$ cat config.mk
export PLATFORM = sky130hd
export DESIGN_NAME = fb_arbiter
export DESIGN_NICKNAME = d
export VERILOG_FILES = /design/src/rtl/fb_pkg.sv /design/src/rtl/fb_wfifo.sv /design/src/rtl/fb_arbiter.sv
export SDC_FILE = /design/constraint.sdc
export NUM_CORES = 1
export LEC_CHECK = 0
export ABC_AREA = 1
export CORE_ASPECT_RATIO = 1.75
export CORE_UTILIZATION = 40
export CTS_BUF_LIST = sky130_fd_sc_hd__clkbuf_4 sky130_fd_sc_hd__clkbuf_8
export DETAILED_ROUTE_END_ITERATION = 7
export SLEW_MARGIN = 20
export SYNTH_ARGS = -nofsm -noshare
export SYNTH_HDL_FRONTEND = slang
export SYNTH_SLANG_ARGS = --single-unit
$ cat constraint.sdc
create_clock -name clk -period 3.4 [get_ports clk]
set_clock_uncertainty 0.05 [all_clocks]
set_input_delay 1.02 -clock clk [delete_from_list [all_inputs] [get_ports clk]]
set_output_delay 1.02 -clock clk [all_outputs]
set_load 0.005 [all_outputs]
$ cat src/rtl/fb_pkg.sv
// Shared frame-buffer definitions: default geometry and the arbiter grant encoding.
// Used by the arbiter, the address translator and the capture path.
package fb_pkg;

  localparam int FB_DEFAULT_ADDR_BITS = 15;
  localparam int FB_DEFAULT_DATA_BITS = 12;    // RGB444
  localparam int FB_DEFAULT_DEPTH     = 19200; // 160x120 words

  typedef enum logic [1:0] {
    GNT_IDLE = 2'd0,
    GNT_RD   = 2'd1,
    GNT_WR   = 2'd2
  } grant_e;

endpackage

$ cat src/rtl/fb_wfifo.sv
// Small synchronous write buffer for the frame-buffer arbiter.
// It ignores a push when full and a pop when empty, so callers may assert either freely.
module fb_wfifo #(
  parameter int WIDTH = 27,
  parameter int DEPTH = 4
) (
  input  logic                   clk,
  input  logic                   rst_n,
  input  logic                   push,
  input  logic [WIDTH-1:0]       push_data,
  input  logic                   pop,
  output logic [WIDTH-1:0]       pop_data,
  output logic                   full,
  output logic                   empty,
  output logic [$clog2(DEPTH):0] count
);

  localparam int PW = $clog2(DEPTH);
  localparam int CW = PW + 1;
  localparam logic [CW-1:0] FULL_CNT = CW'(DEPTH);

  logic [WIDTH-1:0] mem [DEPTH];
  logic [PW-1:0]    wr_ptr;
  logic [PW-1:0]    rd_ptr;
  logic             do_push;
  logic             do_pop;

  assign full     = (count == FULL_CNT);
  assign empty    = (count == '0);
  assign do_push  = push & ~full;
  assign do_pop   = pop & ~empty;
  assign pop_data = mem[rd_ptr];

  // NOTE: sequential state uses non-blocking assignments so every register samples pre-edge values.
  always_ff @(posedge clk) begin
    if (!rst_n) begin
      wr_ptr <= '0;
      rd_ptr <= '0;
      count  <= '0;
    end else begin
      // Pointers wrap for free because DEPTH is a power of two.
      if (do_push) wr_ptr <= wr_ptr + 1'b1;
      if (do_pop)  rd_ptr <= rd_ptr + 1'b1;
      case ({do_push, do_pop})
        2'b10:   count <= count + 1'b1;
        2'b01:   count <= count - 1'b1;
        default: ;
      endcase
    end
  end

  // NOTE: storage is not reset; the pointers define validity, and this keeps it mappable to RAM.
  always_ff @(posedge clk) begin
    if (do_push) mem[wr_ptr] <= push_data;
  end

endmodule

$ cat src/rtl/fb_arbiter.sv
// Frame-buffer port arbiter: display reads take strict priority over buffered capture writes.
// It issues one registered RAM access per cycle and returns read data three cycles after the request.
module fb_arbiter
  import fb_pkg::*;
#(
  parameter int ADDR_BITS   = FB_DEFAULT_ADDR_BITS,
  parameter int DATA_BITS   = FB_DEFAULT_DATA_BITS,
  parameter int FB_DEPTH    = FB_DEFAULT_DEPTH,
  parameter int WFIFO_DEPTH = 4
) (
  input  logic                 clk,
  input  logic                 rst_n,
  input  logic                 rd_req,
  input  logic [ADDR_BITS-1:0] rd_addr,
  output logic                 rd_valid,
  output logic [DATA_BITS-1:0] rd_data,
  input  logic                 wr_req,
  input  logic [ADDR_BITS-1:0] wr_addr,
  input  logic [DATA_BITS-1:0] wr_data,
  output logic                 wr_ready,
  output logic [ADDR_BITS-1:0] mem_addr,
  output logic                 mem_we,
  output logic [DATA_BITS-1:0] mem_wdata,
  input  logic [DATA_BITS-1:0] mem_rdata,
  output logic                 ovf,
  output logic                 oor,
  input  logic                 err_clr
);

  localparam int CW  = $clog2(WFIFO_DEPTH) + 1;
  localparam int EW  = ADDR_BITS + DATA_BITS;
  localparam int AW1 = ADDR_BITS + 1;
  localparam logic [AW1-1:0] DEPTH_LIM = AW1'(FB_DEPTH);
  localparam logic [CW-1:0]  FULL_CNT  = CW'(WFIFO_DEPTH);

  logic                 rd_in_range;
  logic                 wr_in_range;
  logic                 rd_grant;
  logic                 fifo_push;
  logic                 fifo_pop;
  logic                 fifo_full;
  logic                 fifo_empty;
  logic [CW-1:0]        fifo_count;
  logic [EW-1:0]        fifo_head;
  logic [ADDR_BITS-1:0] head_addr;
  logic [DATA_BITS-1:0] head_data;
  logic                 ovf_set;
  logic                 oor_set;
  grant_e               gnt_next;
  grant_e               gnt_q;
  logic                 rd_p1, rd_p1_oor;
  logic                 rd_p2, rd_p2_oor;

  assign rd_in_range = ({1'b0, rd_addr} < DEPTH_LIM);
  assign wr_in_range = ({1'b0, wr_addr} < DEPTH_LIM);
  assign rd_grant    = rd_req & rd_in_range;

  assign wr_ready  = (fifo_count != FULL_CNT);
  assign fifo_push = wr_req & wr_ready & wr_in_range;
  assign fifo_pop  = (gnt_next == GNT_WR);
  assign {head_addr, head_data} = fifo_head;

  // Out-of-range writes are still "accepted" (consumed) but never reach the buffer.
  assign ovf_set = wr_req & fifo_full;
  assign oor_set = (rd_req & ~rd_in_range) | (wr_req & wr_ready & ~wr_in_range);

  fb_wfifo #(
    .WIDTH (EW),
    .DEPTH (WFIFO_DEPTH)
  ) u_wfifo (
    .clk       (clk),
    .rst_n     (rst_n),
    .push      (fifo_push),
    .push_data ({wr_addr, wr_data}),
    .pop       (fifo_pop),
    .pop_data  (fifo_head),
    .full      (fifo_full),
    .empty     (fifo_empty),
    .count     (fifo_count)
  );

  // NOTE: the default assignment first means every path drives gnt_next, so no latch is inferred.
  always_comb begin
    gnt_next = GNT_IDLE;
    if (rd_grant)         gnt_next = GNT_RD;
    else if (!fifo_empty) gnt_next = GNT_WR;
  end

  // Grant decided this cycle drives the RAM next cycle; address holds while idle.
  always_ff @(posedge clk) begin
    if (!rst_n) begin
      gnt_q     <= GNT_IDLE;
      mem_addr  <= '0;
      mem_wdata <= '0;
    end else begin
      gnt_q <= gnt_next;
      case (gnt_next)
        GNT_RD: mem_addr <= rd_addr;
        GNT_WR: begin
          mem_addr  <= head_addr;
          mem_wdata <= head_data;
        end
        default: ;
      endcase
    end
  end

  assign mem_we = (gnt_q == GNT_WR);

  // Every request, in range or not, returns a word so display timing is preserved.
  always_ff @(posedge clk) begin
    if (!rst_n) begin
      rd_p1     <= 1'b0;
      rd_p1_oor <= 1'b0;
      rd_p2     <= 1'b0;
      rd_p2_oor <= 1'b0;
      rd_valid  <= 1'b0;
      rd_data   <= '0;
    end else begin
      rd_p1     <= rd_req;
      rd_p1_oor <= ~rd_in_range;
      rd_p2     <= rd_p1;
      rd_p2_oor <= rd_p1_oor;
      rd_valid  <= rd_p2;
      if (rd_p2) rd_data <= rd_p2_oor ? '0 : mem_rdata;
    end
  end

  // Sticky flags: a new error in the same cycle as err_clr wins.
  always_ff @(posedge clk) begin
    if (!rst_n) begin
      ovf <= 1'b0;
      oor <= 1'b0;
    end else begin
      ovf <= (ovf & ~err_clr) | ovf_set;
      oor <= (oor & ~err_clr) | oor_set;
    end
  end

endmodule
==> qor.yml <==
status: "finished, final reports clean"
cts-htree-levels: 4
arrival_ns: 1.76
cts-root-buf: "clkbuf_8"
drtAntennaViolNets: 0
min_period_ns: 2.83
dp_slack_ns: 0.189
grt_overflow_total: 0
ys_ff_latch: 165
cts_buffers: 17
globalRouteTotalUtil: 0.176
regToRegSetupSlack_ns: 1.34
die_y_um: 172
netlist-cell-type-count: 29
fin_cells: 959
row_count: 61
hold_path.class: "register to register"
slowest_delay_ns: 0.56
start_util: 0.412
area_growth_pct: 25.2
max_freq_mhz: 354
slew_headroom: 0.545
hpwl_um: 9530
first_iter_violations: 196
synth_top_flop_cell: "edfxtp_1"
fin_crit_sh: 0.831
final_nets: 822
clk_pin_slew_ns: 0.10
tightest_slew_ns: 0.681
crit_family: "buffers and inverters"
clock_latency_ns: 0.45
gp_congestion: 0.761
crit_fanout: 3
ys_seq_area_frac: 0.664
antenna_found_initial: 0
cts_resized: 0
cts_setup_buffers: 0
routed_wl_um: 14400
antenna_cells: 0
grt_pass1_vias: 4578
io-pin-count: 103
multi_input_area_um2: 1790
clock-sinks: 165
path_cells: "inv_1, nand3_1, clkdlybuf4s50_1"
crit_path_start_kind: "register"
ys_async_sr_fraction: 0
drtPass1Iterations: 6
detail_route.vias_per_cell: 4.96
critPathRequiredTime_ns: 2.33
cts_buffer_depth: 2
p_per_area_nw_per_um2: 692
hold_slack_ns: 0.369
endpoint_kind: "output pin"
grt_max_degree: 56
coreArea_um2: 16000
maxCapViolCount: 0
drc: 0
reg2reg_to: "u_wfifo.count[2]"
cts_tree: "yes"
place_inst: 927
seqCellArea_um2: 4380
fillers: 1400
avgSynthCellArea_um2: 10.1
num_vias: 4756
yosysTopAreaCellShare: 0.491
synth_most_common_cell: "nand2_1"
synth_area_um2: 6600
synthCells: 653
setup-tns-final_ns: 0
setup_ws_ns: 0.574
leakagePower_nw: 3.25
synthTopCellsByCount: "120 x nand2_1, 108 x edfxtp_1, 91 x nor2_1"
synth.area.top_cells: "edfxtp_1 49%, dfxtp_1 17%, nand2_1 6.8%, nor2_1 5.2%, nand3_1 4.5%"
drive_gt1_frac: 0.0779
whs_path_depth: 2
die-area_um2: 17000
hold_buffers: 0
critical_path_buf_inv_count: 2
yosysTopAreaCell: "edfxtp_1"
reg2reg_depth: 10
hold_end: "rd_p2_oor"
slowest_stage: "clkdlybuf4s50_1"
rsz0062_at_grt: "no"
synth_edf_count: 108
worstHoldStart: "rd_p1_oor"
slew_viol_final: 0
critPathKind: "register to output pin"
syn_nets: 718
hold_violations: 0
io_buffer_count: 102
yosysWarnings: 0
grt_pass1_wl_um: 22700
setup_viol: 0
peakVddDrop_mv: 0.241
avgRoutedWirePerCell_um: 15.1
r2r-start: "u_wfifo.count[1]"
fp.dieW_um: 99.1
==> worst min-delay path, cell delays in order (launching register included) <==
cell and delay, ns:
dfxtp_1 0.32, nand2_1 0.05, inv_1 0.04
==> area by class of cell <==
type,count,area share
Timing Repair Buffer,116,0.142
Clock inverter,14,0.0195
Sequential cell,165,0.531
Inverter,73,0.0332
Tap cell,189,0.0286
Multi-Input combinational cell,384,0.216
Clock buffer,18,0.0292
==> per-layer routing <==
| metal | up-vias | share of wire | GRT usage |
|---|---|---|---|
| li1 | 2368 | - | - |
| met1 | 2229 | 0.40 | 0.195 |
| met2 | 151 | 0.54 | 0.325 |
| met3 | 8 | 0.057 | 0.0360 |
| met4 | 0 | 0.010 | 0.0723 |
| met5 | - | 0 | 0 |
==> cell families after synthesis <==
logic type               Yosys count  synth area share
flip-flops                       165             0.664
AND/OR/NAND/NOR                  286             0.184
buffers and inverters            104            0.0663
adder cells (fa/ha/maj)            6            0.0125
AO/OA/AOI/OAI                     91            0.0711
XOR/XNOR                           1           0.00133
==> state kept, by name, indices dropped and copies added (netlist names), named ones only <==
signal          count
u_wfifo.mem       108
mem_addr           15
mem_wdata          12
rd_data            12
u_wfifo.count       3
gnt_q               2
u_wfifo.rd_ptr      2
u_wfifo.wr_ptr      2
oor                 1
ovf                 1
rd_p1               1
rd_p1_oor           1
rd_p2               1
rd_p2_oor           1
rd_valid            1
==> cell usage in the layout (no fill, tap or decap), types with 2 or more instances in the layout <==
master,count
clkinv_1,2
nor2_2,4
inv_1,68
nand3_2,2
clkdlybuf4s50_1,102
nand2_1,120
o21ai_1,5
inv_6,5
nand3_1,60
clkinv_4,2
o22ai_1,5
nand3b_1,7
nand4_1,2
ha_1,5
inv_8,2
a21oi_1,21
dfxtp_1,57
clkbuf_8,17
clkinv_8,2
o21ai_0,57
buf_12,4
clkinvlp_4,2
buf_4,10
inv_2,3
or2_2,2
nor2_1,87
edfxtp_1,108
==> power by group <==
part | leakage (nW) | switching, mW | internal [mW]
sequential | 1.45 | 0.119 | 2.39
combinational | 1.60 | 1.06 | 0.752
clock | 0.198 | 0.781 | 0.622
total | 3.25 | 1.96 | 3.76
==> metrics by stage <==
stage	power, mW	utilization	cell area, µm²
finish	5.72	0.515	8260
global route	6.10	0.515	8260
CTS	5.77	0.515	8260
floorplan	3.66	-	6600
detailed placement	4.36	0.490	7860
global placement	4.32	0.490	7860
==> how the worst max path moves through the flow <==
stage | from | to | depth (start not counted)
3_3_place_gp | wr_addr[8] | u_wfifo.count[2] | 14
6_report | u_wfifo.count[1] | wr_ready | 3
4_1_cts | u_wfifo.count[1] | wr_ready | 3
3_5_place_dp | rd_addr[14] | u_wfifo.count[2] | 14
2_1_floorplan | wr_addr[8] | u_wfifo.mem[0][0] | 7
5_1_grt | wr_addr[8] | u_wfifo.count[2] | 14
Power figures use the tool's default switching activity.
